$ cat config.mk
export PLATFORM = sky130hd
export DESIGN_NAME = pixel_row_readout
export DESIGN_NICKNAME = d
export VERILOG_FILES = /design/src/rtl/pixel_row_readout_pkg.sv /design/src/rtl/pixel_row_readout_row_fifo.sv /design/src/rtl/pixel_row_readout.sv
export SDC_FILE = /design/constraint.sdc
export NUM_CORES = 1
export LEC_CHECK = 0
export BUFFER_PORTS_ARGS = -buffer_cell sky130_fd_sc_hd__buf_2
export CAP_MARGIN = 40
export CORE_MARGIN = 1
export CORE_UTILIZATION = 64
export DETAILED_ROUTE_END_ITERATION = 16
export PLACE_DENSITY_LB_ADDON = 0.2
export SLEW_MARGIN = 20
export SYNTH_ARGS = -nofsm -noshare
export SYNTH_HDL_FRONTEND = slang
export SYNTH_HIERARCHICAL = 1
export SYNTH_SLANG_ARGS = --single-unit
export TNS_END_PERCENT = 1
$ cat constraint.sdc
create_clock -name clk -period 3.25 [get_ports clk]
set_clock_uncertainty 0.15 [all_clocks]
set_input_delay 0.325 -clock clk [delete_from_list [all_inputs] [get_ports clk]]
set_output_delay 0.325 -clock clk [all_outputs]
set_load 0.005 [all_outputs]
$ cat src/rtl/pixel_row_readout_pkg.sv
// rtl/pixel_row_readout_pkg.sv - shared sensor readout configuration: beat math, pixel types, read FSM states
//
// Purpose: constants, typedefs and helper functions shared by the row readout
//          buffer and its row FIFO.
// Contents:
//   DEF_PIXEL_BITS / DEF_BUS_WIDTH - default sensor configuration
//   pixel_t, beat_t                - pixel and output-beat types for the defaults
//   readout_state_t                - read-side FSM encoding
//   calc_beats, calc_last_lanes    - beats per row and pixels in the final beat
package pixel_row_readout_pkg;

    localparam int DEF_PIXEL_BITS = 8;
    localparam int DEF_BUS_WIDTH  = 8;

    typedef logic [DEF_PIXEL_BITS-1:0]               pixel_t;
    typedef logic [DEF_BUS_WIDTH*DEF_PIXEL_BITS-1:0] beat_t;

    typedef enum logic {
        IDLE   = 1'b0,
        STREAM = 1'b1
    } readout_state_t;

    // Number of bus beats needed to carry one row (ceiling division).
    function automatic int calc_beats(input int row_width, input int bus_width);
        return (row_width + bus_width - 1) / bus_width;
    endfunction

    // Pixels carried by the final beat of a row (1..bus_width).
    function automatic int calc_last_lanes(input int row_width, input int bus_width);
        return row_width - (calc_beats(row_width, bus_width) - 1) * bus_width;
    endfunction

endpackage

$ cat src/rtl/pixel_row_readout_row_fifo.sv
// rtl/pixel_row_readout_row_fifo.sv - register FIFO holding whole pixel rows
//
// Purpose: DEPTH x WIDTH register FIFO with push/pop and an occupancy count.
//          Exposes the head row and the row behind it so the reader can move
//          straight onto the next row without a bubble.
// Ports:
//   clk, reset_n - clock, asynchronous active-low reset
//   push, wdata  - write one row (caller guarantees not full)
//   pop          - retire the head row (caller guarantees not empty)
//   head_data    - oldest row
//   next_data    - row behind the head (valid when count >= 2)
//   count        - number of rows held
module row_fifo #(
    parameter int DEPTH = 2,
    parameter int WIDTH = 192
) (
    input  logic                         clk,
    input  logic                         reset_n,
    input  logic                         push,
    input  logic                         pop,
    input  logic [WIDTH-1:0]             wdata,
    output logic [WIDTH-1:0]             head_data,
    output logic [WIDTH-1:0]             next_data,
    output logic [$clog2(DEPTH+1)-1:0]   count
);

    localparam int PW = $clog2(DEPTH);
    localparam int CW = $clog2(DEPTH + 1);

    logic [WIDTH-1:0] mem_q [DEPTH];
    logic [PW-1:0]    wr_ptr_q;
    logic [PW-1:0]    rd_ptr_q;
    logic [PW-1:0]    rd_next;
    logic [CW-1:0]    count_q;

    // DEPTH is a power of two, so pointer increments wrap naturally.
    assign rd_next = rd_ptr_q + 1'b1;

    always_ff @(posedge clk or negedge reset_n) begin
        if (!reset_n) begin
            wr_ptr_q <= '0;
            rd_ptr_q <= '0;
            count_q  <= '0;
            for (int i = 0; i < DEPTH; i++) begin
                mem_q[i] <= '0;
            end
        end else begin
            if (push) begin
                mem_q[wr_ptr_q] <= wdata;
                wr_ptr_q        <= wr_ptr_q + 1'b1;
            end
            if (pop) begin
                rd_ptr_q <= rd_next;
            end
            case ({push, pop})
                2'b10:   count_q <= count_q + 1'b1;
                2'b01:   count_q <= count_q - 1'b1;
                default: count_q <= count_q;
            endcase
        end
    end

    assign head_data = mem_q[rd_ptr_q];
    assign next_data = mem_q[rd_next];
    assign count     = count_q;

endmodule

$ cat src/rtl/pixel_row_readout.sv
// rtl/pixel_row_readout.sv - row-to-bus readout buffer with frame/row markers
//
// Purpose: accepts whole pixel rows, buffers up to ROW_DEPTH of them and
//          streams each row as OUTPUT_BUS_WIDTH-pixel beats with valid/ready.
// Ports:
//   clk, reset_n                 - clock, asynchronous active-low reset
//   row_valid/row_ready/row_data - row input handshake, pixel 0 in LSBs
//   out_valid/out_ready/out_data - beat output handshake, lowest column in LSBs
//   out_lane_mask                - 1 per lane carrying a real pixel
//   out_frame_start              - row 0, beat 0
//   out_row_end / out_frame_end  - last beat of a row / of the last row
//   overflow / clear_overflow    - sticky dropped-row flag and its clear
module pixel_row_readout
    import pixel_row_readout_pkg::*;
#(
    parameter int PIXEL_ARRAY_WIDTH  = 24,
    parameter int PIXEL_ARRAY_HEIGHT = 12,
    parameter int PIXEL_BITS         = 8,
    parameter int OUTPUT_BUS_WIDTH   = 8,
    parameter int ROW_DEPTH          = 2
) (
    input  logic                                   clk,
    input  logic                                   reset_n,
    input  logic                                   row_valid,
    output logic                                   row_ready,
    input  logic [PIXEL_ARRAY_WIDTH*PIXEL_BITS-1:0] row_data,
    output logic                                   out_valid,
    input  logic                                   out_ready,
    output logic [OUTPUT_BUS_WIDTH*PIXEL_BITS-1:0] out_data,
    output logic [OUTPUT_BUS_WIDTH-1:0]            out_lane_mask,
    output logic                                   out_frame_start,
    output logic                                   out_row_end,
    output logic                                   out_frame_end,
    output logic                                   overflow,
    input  logic                                   clear_overflow
);

    localparam int BEATS      = calc_beats(PIXEL_ARRAY_WIDTH, OUTPUT_BUS_WIDTH);
    localparam int LAST_LANES = calc_last_lanes(PIXEL_ARRAY_WIDTH, OUTPUT_BUS_WIDTH);
    localparam int ROW_W      = PIXEL_ARRAY_WIDTH * PIXEL_BITS;
    localparam int BEAT_W     = OUTPUT_BUS_WIDTH * PIXEL_BITS;
    localparam int PAD_W      = BEATS * BEAT_W;
    localparam int BW         = (BEATS > 1) ? $clog2(BEATS) : 1;
    localparam int RW         = (PIXEL_ARRAY_HEIGHT > 1) ? $clog2(PIXEL_ARRAY_HEIGHT) : 1;
    localparam int CW         = $clog2(ROW_DEPTH + 1);

    localparam logic [OUTPUT_BUS_WIDTH-1:0] FULL_MASK = '1;
    localparam logic [OUTPUT_BUS_WIDTH-1:0] LAST_MASK = FULL_MASK >> (OUTPUT_BUS_WIDTH - LAST_LANES);
    localparam logic [BW-1:0]               LAST_BEAT = BW'(BEATS - 1);
    localparam logic [RW-1:0]               LAST_ROW  = RW'(PIXEL_ARRAY_HEIGHT - 1);

    readout_state_t         state_q, state_d;
    logic [BW-1:0]          beat_q, beat_d;
    logic [RW-1:0]          row_q, row_d;
    logic                   ovf_q, ovf_d;
    logic                   valid_q, valid_d;
    logic [BEAT_W-1:0]      data_q, data_d;
    logic [OUTPUT_BUS_WIDTH-1:0] mask_q, mask_d;
    logic                   fs_q, fs_d;
    logic                   re_q, re_d;
    logic                   fe_q, fe_d;

    logic                   push;
    logic                   pop;
    logic [ROW_W-1:0]       head_data;
    logic [ROW_W-1:0]       next_data;
    logic [CW-1:0]          count;

    // Beat loader controls from the FSM.
    logic                   load;
    logic [ROW_W-1:0]       src_row;
    logic [BW-1:0]          load_beat;
    logic [RW-1:0]          load_row;
    logic [PAD_W-1:0]       padded_row;

    // Ready comes from the registered count only; a pop in the same cycle does
    // not free a slot, keeping row_ready off any combinational path.
    assign row_ready = (count < CW'(ROW_DEPTH));
    assign push      = row_valid && row_ready;

    row_fifo #(
        .DEPTH (ROW_DEPTH),
        .WIDTH (ROW_W)
    ) u_row_fifo (
        .clk       (clk),
        .reset_n   (reset_n),
        .push      (push),
        .pop       (pop),
        .wdata     (row_data),
        .head_data (head_data),
        .next_data (next_data),
        .count     (count)
    );

    // Read-side FSM: chooses which row/beat to place in the output register.
    always_comb begin
        state_d   = state_q;
        beat_d    = beat_q;
        row_d     = row_q;
        valid_d   = valid_q;
        pop       = 1'b0;
        load      = 1'b0;
        src_row   = head_data;
        load_beat = beat_q;
        load_row  = row_q;

        case (state_q)
            IDLE: begin
                if (count != '0) begin
                    load    = 1'b1;
                    valid_d = 1'b1;
                    state_d = STREAM;
                end
            end
            STREAM: begin
                if (out_ready) begin
                    if (beat_q != LAST_BEAT) begin
                        beat_d    = beat_q + 1'b1;
                        load      = 1'b1;
                        load_beat = beat_d;
                    end else begin
                        pop       = 1'b1;
                        beat_d    = '0;
                        row_d     = (row_q == LAST_ROW) ? '0 : row_q + 1'b1;
                        load_beat = '0;
                        load_row  = row_d;
                        if (count > CW'(1)) begin
                            load    = 1'b1;
                            src_row = next_data;
                        end else if (push) begin
                            // Last held row leaves as a new one arrives: take
                            // the incoming row directly to avoid a bubble.
                            load    = 1'b1;
                            src_row = row_data;
                        end else begin
                            valid_d = 1'b0;
                            state_d = IDLE;
                        end
                    end
                end
            end
            default: begin
                state_d = IDLE;
                valid_d = 1'b0;
            end
        endcase
    end

    // Beat formatter: zero-pad the row to a whole number of beats so lanes past
    // the row width read as 0, then slice out the selected beat.
    always_comb begin
        padded_row              = '0;
        padded_row[ROW_W-1:0]   = src_row;
        data_d                  = data_q;
        mask_d                  = mask_q;
        fs_d                    = fs_q;
        re_d                    = re_q;
        fe_d                    = fe_q;
        if (load) begin
            data_d = padded_row[int'(load_beat)*BEAT_W +: BEAT_W];
            mask_d = (load_beat == LAST_BEAT) ? LAST_MASK : FULL_MASK;
            fs_d   = (load_row == '0) && (load_beat == '0);
            re_d   = (load_beat == LAST_BEAT);
            fe_d   = (load_beat == LAST_BEAT) && (load_row == LAST_ROW);
        end
    end

    // A new drop sets the flag even when a clear arrives in the same cycle.
    always_comb begin
        ovf_d = ovf_q;
        if (row_valid && !row_ready) begin
            ovf_d = 1'b1;
        end else if (clear_overflow) begin
            ovf_d = 1'b0;
        end
    end

    always_ff @(posedge clk or negedge reset_n) begin
        if (!reset_n) begin
            state_q <= IDLE;
            beat_q  <= '0;
            row_q   <= '0;
            ovf_q   <= 1'b0;
            valid_q <= 1'b0;
            data_q  <= '0;
            mask_q  <= '0;
            fs_q    <= 1'b0;
            re_q    <= 1'b0;
            fe_q    <= 1'b0;
        end else begin
            state_q <= state_d;
            beat_q  <= beat_d;
            row_q   <= row_d;
            ovf_q   <= ovf_d;
            valid_q <= valid_d;
            data_q  <= data_d;
            mask_q  <= mask_d;
            fs_q    <= fs_d;
            re_q    <= re_d;
            fe_q    <= fe_d;
        end
    end

    assign out_valid       = valid_q;
    assign out_data        = data_q;
    assign out_lane_mask   = mask_q;
    assign out_frame_start = fs_q;
    assign out_row_end     = re_q;
    assign out_frame_end   = fe_q;
    assign overflow        = ovf_q;

endmodule
; Word level (Yosys, flattened, before mapping)
; Cells that the tools add are included.
[op_classes]
add_sub_neg = 6
n_lt_le_gt_ge = 6
eq_ne = 11
shift = 1
mux = 41
n_bitwise = 4
n_reduce_logical = 12
[op_table]
columns = op, n
row1 = 192-bit 2-to-1 mux, 12
row2 = 384-bit bitwise mux, 1
row3 = 192-bit demux with 1-bit select, 1
row4 = 192-bit by 9-bit indexed part select with 64-bit output, 1
row5 = 1-bit 2-to-1 mux, 16
row6 = 4-bit 2-to-1 mux, 4
row7 = 2-bit != test (second input constant), 6
row8 = 4-bit == test (second input constant), 2
row9 = 2-bit greater-or-equal comparator (second input constant), 3
row10 = 2-bit 2-to-1 mux, 3
row11 = 1-bit inverter with 2-bit output, 3
row12 = 1-bit one-hot mux with 2 select lines, 3
row13 = 2-bit nonzero test, 3
row14 = 1-bit logical AND, 5
row15 = 5-bit AND reduction, 1
row16 = 2-bit by 1-bit adder with 2-bit output (second input constant), 2
row17 = 4-bit by 1-bit adder with 4-bit output (second input constant), 1
row18 = 2-bit == test (second input constant), 2
row19 = 4-bit logical NOT, 1
row20 = 2-bit one-hot mux with 2 select lines, 1
row21 = 1-bit adder (second input constant), 2
row22 = 2-bit by 1-bit == test with 1-bit output (second input constant), 1
row23 = 2-bit by 1-bit > comparator with 1-bit output (second input constant), 1
row24 = 2-bit logical NOT, 1
row25 = other kinds (5), 5
[word_totals]
reg_bits = 465
inputBits = 197
word_cells = 96

; Longest topological paths before layout
[depth]
word_depth = 10
mapped_depth = 9
depth_no_buf = 7

; By module
; The synthesis kept the hierarchy.
[by_module_without_submodules]
columns = module, instances, cells_per_inst, area_per_inst_um2
row1 = row_fifo, 1, 1251, 19384.8
row2 = pixel_row_readout, 1, 666, 5549.1

; Worst setup path after synthesis
; OpenSTA, ideal clock, no wires.
[synth_timing]
path_kind = register to register
startpoint = register u_row_fifo.count_q[1] (netlist: u_row_fifo/count[1])
endpoint = register u_row_fifo/mem_q[100] (netlist name)
setup_ns = 0.125
t_arrival_ns = 1.850
required_time_ns = 2.975
path_slack_ns = 1.125
stages_incl_launch_ff = 9
cell_sequence = dfrtp_1 -> nand2b_1 -> buf_2 -> buf_2 -> inv_1 -> nand2_1 -> buf_2 -> buf_6 -> mux2_4
[synth_via]
elab_chain_cells = 2
[synth_rtl]
columns = element, line
row1 = start: declaration, pixel_row_readout_row_fifo.sv:34  ; logic [CW-1:0] count_q;
row2 = start signal: assignment, pixel_row_readout_row_fifo.sv:56  ; 2'b10: count_q <= count_q + 1'b1;
row3 = start signal: assignment, pixel_row_readout_row_fifo.sv:57  ; 2'b01: count_q <= count_q - 1'b1;
row4 = start signal: assignment, pixel_row_readout_row_fifo.sv:58  ; default: count_q <= count_q;
row5 = 2-bit less-than comparator, pixel_row_readout.sv:78  ; assign row_ready = (count < CW'(ROW_DEPTH));
row6 = 1-bit logical AND, pixel_row_readout.sv:79  ; assign push = row_valid && row_ready;
row7 = net push, pixel_row_readout.sv:63  ; logic push;
row8 = end signal: indexed assignment, pixel_row_readout_row_fifo.sv:49  ; mem_q[wr_ptr_q] <= wdata;
row9 = end: declaration, pixel_row_readout_row_fifo.sv:30  ; logic [WIDTH-1:0] mem_q [DEPTH];
; The timed path passes the listed nets, and every way through them passes these cells.
; A chain may end at the register's enable or synchronous reset.

; Worst setup path in the final report
[layout_timing]
startpoint = register u_row_fifo.count_q[1] (netlist: u_row_fifo/count[1])
endpoint = register data_q[60] (netlist: out_data[60])
[layout_via]
elab_chain_cells = 8
word_cells_on_any_way = 16
[layout_rtl]
columns = element, line
row1 = 2-bit less-than comparator, pixel_row_readout.sv:78
row2 = 1-bit logical AND, pixel_row_readout.sv:79
row3 = 192-bit 2-to-1 mux, pixel_row_readout.sv:130  ; end else if (push) begin
row4 = 192-bit 2-to-1 mux, pixel_row_readout.sv:127  ; if (count > CW'(1)) begin
row5 = 192-bit 2-to-1 mux, pixel_row_readout.sv:117  ; if (beat_q != LAST_BEAT) begin
row6 = 192-bit 2-to-1 mux, pixel_row_readout.sv:116  ; if (out_ready) begin
row7 = 192-bit 2-to-1 mux, pixel_row_readout.sv:107  ; case (state_q)
row8 = 192-bit by 9-bit indexed part select with 64-bit output, pixel_row_readout.sv:160  ; data_d = padded_row[int'(load_beat)*BEAT_W +: BEAT_W];
row9 = end signal: assignment, pixel_row_readout.sv:196  ; data_q <= data_d;
row10 = end: declaration, pixel_row_readout.sv:57  ; logic [BEAT_W-1:0] data_q, data_d;
; Parallel ways exist; a longest one is shown, timed or not.

==> results.ini <==
[worst_setup_path]
crit_path_top_delay_cell=nor4b_1
worstSetupEndpointType=flop
required_ns=3.53
cp-start-kind=flop
critPathBufInv=1
crit_chain=nor4b_1 -> o21a_4 -> buf_4 -> nand2_1 -> o311ai_0
cpLargestDelayFamily=simple AND/OR/NAND/NOR gates
path_depth=5
cp_max_fo=34
rr_worst_depth=5
path_class=flop to flop
max_stage_delay_ns=0.79
crit_arrival_ns=2.95

[power_and_ir_drop]
p_leak_uw=0.01293
power_switching_uw=10080
clock_power_share_pct=19.6
power_density_mw_per_mm2=1026
p_int_uw=19440
vdd_drop_max_uv=645.2
seqPwrFrac_pct=36.5
p_sw_share_pct=34.14
total_power_uw=29520
combPwrFrac_pct=43.8

[finish]
area_delta_synth_final_pct=22.53
nets=2390
fin_cells=2688
final_core_util_pct=80.34
drive_above_1_share_pct=42.70

[detailed_routing]
postRouteAntennaNets=0
drt_iter0_drc=1475
wirelength_mm=64.73
wl_per_cell_um=24.08
vias=16966
drc=0
drtPass1Iterations=5
vias_per_cell=6.312

[grt]
antenna_found_initial=2
grt_remaining_overflow=0
grt_pass1_vias=18217
grt_max_degree=85
grt_use_total_pct=34.68
grt_pass1_wl_mm=102.5

[timing]
min_period_over_period_pct=82.22
hold_viol_final=0
worstMarginPinSlew_ns=0.8576
timing.setup.tns_ns=0
fmaxAchievable_mhz=374.2
slew_violations=0
setup_viol_count_final=0
finalCriticalPeriod_ns=2.672
timing.hold.ws_ns=0.09656
rsz0062_at_grt=false
relSlewSlack_pct=42.02

[place]
dpl.cell_count=2404
dp.final_hpwl_mm=36.33
numPortBuffers=274
gp_congestion=0.8026

[clock_network]
cts_setup_buffers=0
cts_sinks=465
clk_path_buf_depth=3
root_buffer=clkbuf_16
tritoncts=done
cts.clk_slew.worst_paths_ns=0.06
cts-htree-levels=2
numCtsBuffers=48
clock_latency_ns=0.58

[logic_synthesis]
yosys_warnings=6
syn_area_sq_mm=0.02349
synth_area_per_cell_sq_um=13.13
syn_inst=1789
synth_nets=1988

[die]
core_region_area_sq_mm=0.03583
initial_utilization_pct=65.57
dieArea_sq_mm=0.03748
die_height_um=193.6
ios=275
die_w_um=193.6
rows=69

[worst_hold_path]
hp-class=input pin to flop
hold_path_depth=4

[run]
cap_violations=0

[run_status]
run_status=completed

## placed cells by master, fill, tap and decap left out, drive strengths merged, types with 2 or more instances in the layout
cell type / n
nor4b: 2
xnor2: 2
and3: 65
ha: 2
o22ai: 65
and2: 64
mux2: 641
o21ai: 4
clkbuf: 75
xor2: 3
nand2: 78
dfrtp: 465
nor2: 9
a21o: 3
diode: 2
inv: 5
buf: 325
o311ai: 64
bufinv: 5
nand3: 65
dlygate4sd3: 196
nand2b: 3
a211oi: 65
nor2b: 2
clkinv: 4
## per-stage QoR
stage | area [sq um] | worst slack (ns)
2_1_floorplan | 23490 | 1.125
3_3_place_gp | 25130 | 0.8800
3_5_place_dp | 25130 | 0.7164
4_1_cts | 28740 | 0.6619
5_1_grt | 28790 | 0.4437
6_report | 28790 | 0.5778
## layer usage
layer  track usage, %  wire length [um]  vias to the layer above
met5                0                 0                        -
met4            13.01              1827                        0
met3            5.649              4115                      135
met2            57.25             32120                      747
met1            46.32             26670                     8690
li1                 -                 -                     7394
## final timing paths
kind	from	slack (ns)	to
hold / removal	out_ready	0.1	row_q[1]
setup / recovery	u_row_fifo/count[1]	0.58	out_data[60]
max in group asynchronous	reset_n	1.78	u_row_fifo/mem_q[354]
min in group asynchronous	reset_n	0.18	u_row_fifo/mem_q[264]
hold reg to reg	u_row_fifo/mem_q[366]	0.33	u_row_fifo/mem_q[366]
setup reg to reg	u_row_fifo/count[1]	0.58	out_data[60]
## sequential cells by signal (all words and copies together) (netlist names)
name / cells
u_row_fifo/rd_ptr_q: 1
out_lane_mask: 1
state_q: 1
out_valid: 1
out_row_end: 1
beat_q: 2
out_frame_start: 1
u_row_fifo/mem_q: 384
overflow: 1
u_row_fifo/count: 2
row_q: 4
u_row_fifo/wr_ptr_q: 1
out_data: 64
out_frame_end: 1
## power groups by stage
| stage | combinational, uW | sequential (uW) | clock (uW) |
|---|---|---|---|
| after floorplan | 9800 | 10000 | 0 |
| after global placement | 12000 | 10400 | 0 |
| after detailed placement | 12300 | 10700 | 0 |
| after CTS | 12700 | 10600 | 5850 |
| after global routing | 13800 | 11100 | 6080 |
| final | 12900 | 10800 | 5800 |
## worst min-delay path: cells and delay by family
family        cells  cell delay [ns]
simple gates      3             0.31
buf+inv           1             0.16
## what timing repair did
| item | 4_1_cts | 5_1_grt |
|---|---|---|
| gates resized for setup | 0 | 0 |
| hold buffers | 196 | 0 |
| hold endpoints to repair | 451 | 0 |
## area by class of cell
class,count,area [sq um]
Antenna cell,2,5.005
Clock buffer,75,1474
Fill cell,1952,7043
Timing Repair Buffer,521,4001
Inverter,5,18.77
Multi-Input combinational cell,1150,10900
Clock inverter,9,170.2
Tap cell,461,576.8
Sequential cell,465,11640
Power figures use the tool's default switching activity.
